[src/rtl/mmu_bus_arbiter.sv]
// mmu_bus_arbiter
// Shared-bus stage for the MMU data path. NUM_SRC feeders request with
// valid/ready handshakes; a round-robin arbiter grants one source per cycle
// and the accepted word is queued with its source ID in a small output FIFO
// that feeds the systolic array input registers.
//
// Build option:
//   MMU_BUS_ARB_FIXED_PRIO_EN  defined   -> fixed priority, lowest valid index wins
//                              undefined -> round-robin (default)
//
// Ports:
//   clk         clock, all state changes on the rising edge
//   rst_n       asynchronous active-low reset
//   en          arbitration enable; output keeps draining while low
//   src_valid   per-source request
//   src_data    packed source words, source i at [i*DATA_WIDTH +: DATA_WIDTH]
//   src_ready   one-hot grant (combinational)
//   q_valid     FIFO head valid
//   q_data      FIFO head data
//   q_src       FIFO head source ID
//   q_ready     consumer accepts the head
//   fifo_count  occupancy, 0..FIFO_DEPTH

module mmu_bus_arbiter #(
  parameter int DATA_WIDTH = 64,
  parameter int NUM_SRC    = 4,
  parameter int SRC_W      = $clog2(NUM_SRC),
  parameter int FIFO_DEPTH = 4,
  parameter int CNT_W      = $clog2(FIFO_DEPTH) + 1
) (
  input  logic                          clk,
  input  logic                          rst_n,
  input  logic                          en,
  input  logic [NUM_SRC-1:0]            src_valid,
  input  logic [NUM_SRC*DATA_WIDTH-1:0] src_data,
  output logic [NUM_SRC-1:0]            src_ready,
  output logic                          q_valid,
  output logic [DATA_WIDTH-1:0]         q_data,
  output logic [SRC_W-1:0]              q_src,
  input  logic                          q_ready,
  output logic [CNT_W-1:0]              fifo_count
);

  localparam int PTR_W   = $clog2(FIFO_DEPTH);
  localparam int ENTRY_W = SRC_W + DATA_WIDTH;

  logic [PTR_W-1:0]      wr_ptr_q, wr_ptr_d;
  logic [PTR_W-1:0]      rd_ptr_q, rd_ptr_d;
  logic [CNT_W-1:0]      count_q, count_d;
  logic [ENTRY_W-1:0]    mem_q [FIFO_DEPTH];

  logic [SRC_W-1:0]      gnt_idx;
  logic                  gnt_found;
  logic                  full;
  logic                  push;
  logic                  pop;
  logic [DATA_WIDTH-1:0] push_data;

`ifdef MMU_BUS_ARB_FIXED_PRIO_EN
  // Scan downward so the lowest valid index is the last (winning) assignment.
  always_comb begin
    gnt_idx   = '0;
    gnt_found = 1'b0;
    for (int k = NUM_SRC - 1; k >= 0; k--) begin
      if (src_valid[k]) begin
        gnt_idx   = SRC_W'(k);
        gnt_found = 1'b1;
      end
    end
  end
`else
  logic [SRC_W-1:0] prio_q, prio_d;
  logic [SRC_W-1:0] cand_idx;
  int               cand;

  // Search prio, prio+1, ... with an explicit modulo so non-power-of-two
  // source counts wrap back to 0 instead of visiting unused indices.
  always_comb begin
    gnt_idx   = '0;
    gnt_found = 1'b0;
    cand      = 0;
    cand_idx  = '0;
    for (int k = 0; k < NUM_SRC; k++) begin
      cand = int'(prio_q) + k;
      if (cand >= NUM_SRC) cand = cand - NUM_SRC;
      cand_idx = SRC_W'(cand);
      if (!gnt_found && src_valid[cand_idx]) begin
        gnt_idx   = cand_idx;
        gnt_found = 1'b1;
      end
    end
  end

  always_comb begin
    prio_d = prio_q;
    if (push) begin
      prio_d = (gnt_idx == SRC_W'(NUM_SRC - 1)) ? '0 : gnt_idx + SRC_W'(1);
    end
  end

  always_ff @(posedge clk or negedge rst_n) begin
    if (!rst_n) prio_q <= '0;
    else        prio_q <= prio_d;
  end
`endif

  assign full = (count_q == CNT_W'(FIFO_DEPTH));

  // rst_n gates the grant so src_ready reads zero for the whole reset
  // window even while requests and en are held high.
  assign push      = rst_n && en && !full && gnt_found;
  assign pop       = q_valid && q_ready;
  assign src_ready = push ? (NUM_SRC'(1) << gnt_idx) : '0;

  always_comb begin
    push_data = '0;
    for (int k = 0; k < NUM_SRC; k++) begin
      if (gnt_idx == SRC_W'(k)) push_data = src_data[k*DATA_WIDTH +: DATA_WIDTH];
    end
  end

  always_comb begin
    wr_ptr_d = push ? wr_ptr_q + PTR_W'(1) : wr_ptr_q;
    rd_ptr_d = pop  ? rd_ptr_q + PTR_W'(1) : rd_ptr_q;
    count_d  = count_q;
    if (push && !pop)      count_d = count_q + CNT_W'(1);
    else if (pop && !push) count_d = count_q - CNT_W'(1);
  end

  always_ff @(posedge clk or negedge rst_n) begin
    if (!rst_n) begin
      wr_ptr_q <= '0;
      rd_ptr_q <= '0;
      count_q  <= '0;
    end else begin
      wr_ptr_q <= wr_ptr_d;
      rd_ptr_q <= rd_ptr_d;
      count_q  <= count_d;
    end
  end

  // Storage is not reset; occupancy alone decides what is valid.
  always_ff @(posedge clk) begin
    if (push) mem_q[wr_ptr_q] <= {gnt_idx, push_data};
  end

  assign q_valid         = (count_q != '0);
  assign {q_src, q_data} = mem_q[rd_ptr_q];
  assign fifo_count      = count_q;

endmodule

[config.mk]
export PLATFORM = sky130hd
export DESIGN_NAME = mmu_bus_arbiter
export DESIGN_NICKNAME = d
export VERILOG_FILES = /design/src/rtl/mmu_bus_arbiter.sv
export SDC_FILE = /design/constraint.sdc
export NUM_CORES = 1
export LEC_CHECK = 0
export BUFFER_PORTS_ARGS = -buffer_cell sky130_fd_sc_hd__buf_2
export CAP_MARGIN = 30
export CORE_ASPECT_RATIO = 1.4
export CORE_MARGIN = 5
export CORE_UTILIZATION = 50
export DETAILED_ROUTE_END_ITERATION = 10
export PLACE_DENSITY = 0.87
export SLEW_MARGIN = 30
export SYNTH_ARGS = -nofsm -noshare
export SYNTH_HDL_FRONTEND = slang
export SYNTH_SLANG_ARGS = --single-unit
[constraint.sdc]
create_clock -name clk -period 4 [get_ports clk]
set_input_delay 0.4 -clock clk [delete_from_list [all_inputs] [get_ports clk]]
set_output_delay 0.4 -clock clk [all_outputs]
set_load 0.02 [all_outputs]
==> results.yml <==
clock_network:
  hold_buffers: 1
  h-tree-depth: 1
  cts_tree: "done"
  root_buffer: "clkbuf_16"
  numClockSinks: 273
  ctsResizeCount: 0
  clock_latency_ns: 0.51
  clock_path_buffers: 3
  cts_buffers: 25
  postCtsSetupBuffers: 0
  cts.clk_slew.worst_paths_ns: 0.06
cells_and_area:
  post_route_cells_drive_above_1_share_pct: 40.29
  area_growth_pct: 22.60
  nets: 1430
global_routing:
  globalRouteTotalUtil_pct: 20.89
  grt_pass1_vias: 8501
  grt_max_degree: 81
  grt_overflow: 0
  antenna_found_initial: 1
  grt_pass1_wl_um: 45800
route:
  drtAntennaViolNets: 0
  routed-via-count: 8389
  viasPerCell: 5.630
  drt_first_pass_iters: 7
  wl_um: 30260
  drtIter0Drc: 613
  drc: 0
  wl_per_cell_um: 20.31
power:
  switching_share_pct: 35.81
  p_seq_share_pct: 38.6
  p_switching_uw: 4017
  powerDensity_mw_per_mm2: 737.4
  clockPowerShare_pct: 20.0
  p_int_uw: 7200
  total_power_uw: 11220
  power_leakage_uw: 0.005935
  peakVddDrop_uv: 557.2
  pwr-share-comb_pct: 41.5
synthesis:
  ys_top_cells_by_area: "edfxtp_1 (64%), mux4_2 (12%), a21oi_1 (5.3%)"
  synth_cell_types: 33
  synth.largest_area_cell: "edfxtp_1"
  synthTopCellsByCount: "edfxtp_1 (264), a21oi_1 (131), inv_1 (70), mux4_2 (66), nand2_1 (66)"
  ys_seq_elements: 273
  synth_edf_count: 264
  netlist_instances: 841
  synth_area_sq_mm: 0.01241
  syn_nets: 1115
  yosysSeqAreaShare_pct: 65.71
  syn_area_per_cell_sq_um: 14.75
  synthDominantCellAreaShare_pct: 63.89
  yosysMostFrequentCell: "edfxtp_1"
  yosysWarnings: 0
  synth-async-reset-ratio_pct: 3.297
  synthFlopType: "edfxtp_1"
timing:
  period_needed_ns: 3.227
  rsz0062_at_grt: "no"
  timing_hold_violations_final: 0
  drv_slew: 0
  setup_tns_ns: 0
  slew_headroom_pct: 37.37
  fmax_ghz: 0.3099
  holdWs_ns: 0.1863
  skew_ns: 0.007584
  min_period_over_period_pct: 80.67
  worst_pin_slew_ns: 0.9395
  setup_viol: 0
critical_path:
  cpMaxStageDelayCell: "ha_4"
  critical_path_class: "reg -> out"
  path_cells: "mux2i_1, a221oi_2, buf_4, inv_1, ha_4, and2_1, buf_2"
  critPathArrivalTime_ns: 2.83
  crit_buf_inv: 3
  path_max_fanout: 80
  critPathTopFamily: "adder cells"
  start_kind: "flip-flop"
  cpPeakStageDelay_ns: 0.75
  end_kind: "output port"
  crit_required_ns: 3.60
floorplanning:
  boundaryPins: 338
  die_x_um: 143.1
  coreArea_sq_mm: 0.02459
  start_util_pct: 50.46
  die_area_sq_mm: 0.02811
  rows: 68
  die_y_um: 196.4
placed_design:
  hpwl_um: 20490
  place.gp.congestion: 0.8917
  io_buffers: 337
flow_run:
  max_cap_viol_count: 0
worst_hold_path:
  hp-class: "in -> reg"
outcome:
  run_status: "complete, no violations"
layer usage:
layer / track usage, % / routed length (um) / part of all wire [%] / vias to the layer above
met5: 0 / 0 / 0 / -
li1: - / - / - / 3873
met2: 36.27 / 15790 / 52 / 373
met1: 27.12 / 11420 / 38 / 4086
met3: 3.058 / 2088 / 6.9 / 57
met4: 6.798 / 955 / 3.2 / 0
sequential cells by signal (all words and copies together), names as in the netlist:
signal	flops
fifo_count	3
mem_q	264
prio_q	2
rd_ptr_q	2
wr_ptr_q	2
cell usage in the layout (no fill, tap or decap), types with 2 or more instances in the layout:
cell type and n:
buf_2 337, and2_4 4, inv_1 70, buf_12 8, clkinv_1 3, dfrtp_4 2
a22o_1 64, buf_4 8, xor2_1 2, clkbuf_16 25, clkbuf_8 3, mux2_2 3
ha_1 5, ha_4 3, nand2_1 66, xnor2_1 4, clkinv_2 7, nor2_1 2
o21ai_0 64, a21oi_1 131, dfrtp_1 7, mux4_2 66, clkbuf_1 4, and2_1 4
edfxtp_1 264
metrics by stage:
step           area, sq um  worst slack (ns)  util (%)  instances
3_5_place_dp         14430             1.051     58.67       1443
3_3_place_gp         14410             1.119     58.58       1442
4_1_cts              15210            0.7730     61.86       1489
2_1_floorplan        12410            0.8401         -        841
5_1_grt              15210            0.6342     61.87       1490
6_report             15210            0.7731     61.87       1490
worst paths after layout:
| path | from | to | slack, ns | cells after the start |
|---|---|---|---|---|
| hold / removal | q_ready | rd_ptr_q[1] | 0.19 | 3 |
| setup / recovery | prio_q[1] | src_ready[2] | 0.77 | 7 |
| hold reg to reg | fifo_count[2] | fifo_count[2] | 0.58 | 1 |
| setup reg to reg | prio_q[1] | mem_q[0][29] | 1.03 | 8 |
| max in group asynchronous | rst_n | rd_ptr_q[0] | 3.52 | 2 |
| min in group asynchronous | rst_n | fifo_count[1] | 0.27 | 2 |
worst register-to-register path: cells and delay by family (launching register included):
family / cells / cell delay (ns)
fa+ha+maj: 1 / 0.75
compound gates: 3 / 0.48
flops: 1 / 0.47
buf+inv: 3 / 0.73
mux: 1 / 0.26
cells by family (layout without fill, tap and decap cells):
| family | after synthesis | count (layout) | share of synthesized area, % |
|---|---|---|---|
| DFF | 273 | 273 | 65.71 |
| adders and majority gates | 10 | 10 | 1.069 |
| muxes | 70 | 70 | 12.33 |
| and+or+nand+nor | 80 | 80 | 2.662 |
| other | 0 | 1 | 0 |
| xor gates and xnor gates | 6 | 6 | 0.4235 |
| AOI/OAI and AO/OA | 266 | 266 | 12.94 |
| buffers and inverters | 136 | 469 | 4.870 |
final cells by class:
type                            count  area, sq um
Antenna cell                        1        2.502
Clock buffer                       32        681.9
Clock inverter                     13        92.59
Fill cell                        1786         9376
Inverter                           70        262.8
Multi-Input combinational cell    432         3701
Sequential cell                   273         8160
Tap cell                          315        394.1
Timing Repair Buffer              354         1917
power groups by stage:
stage	registers (uW)	logic, uW	clock network, uW
after global placement	4430	4450	0
after global routing	4370	5040	2420
after CTS	4340	4700	2280
final	4330	4650	2240
after detailed placement	4400	4680	0
after floorplan	4240	3390	0
Power figures use the tool's default switching activity.
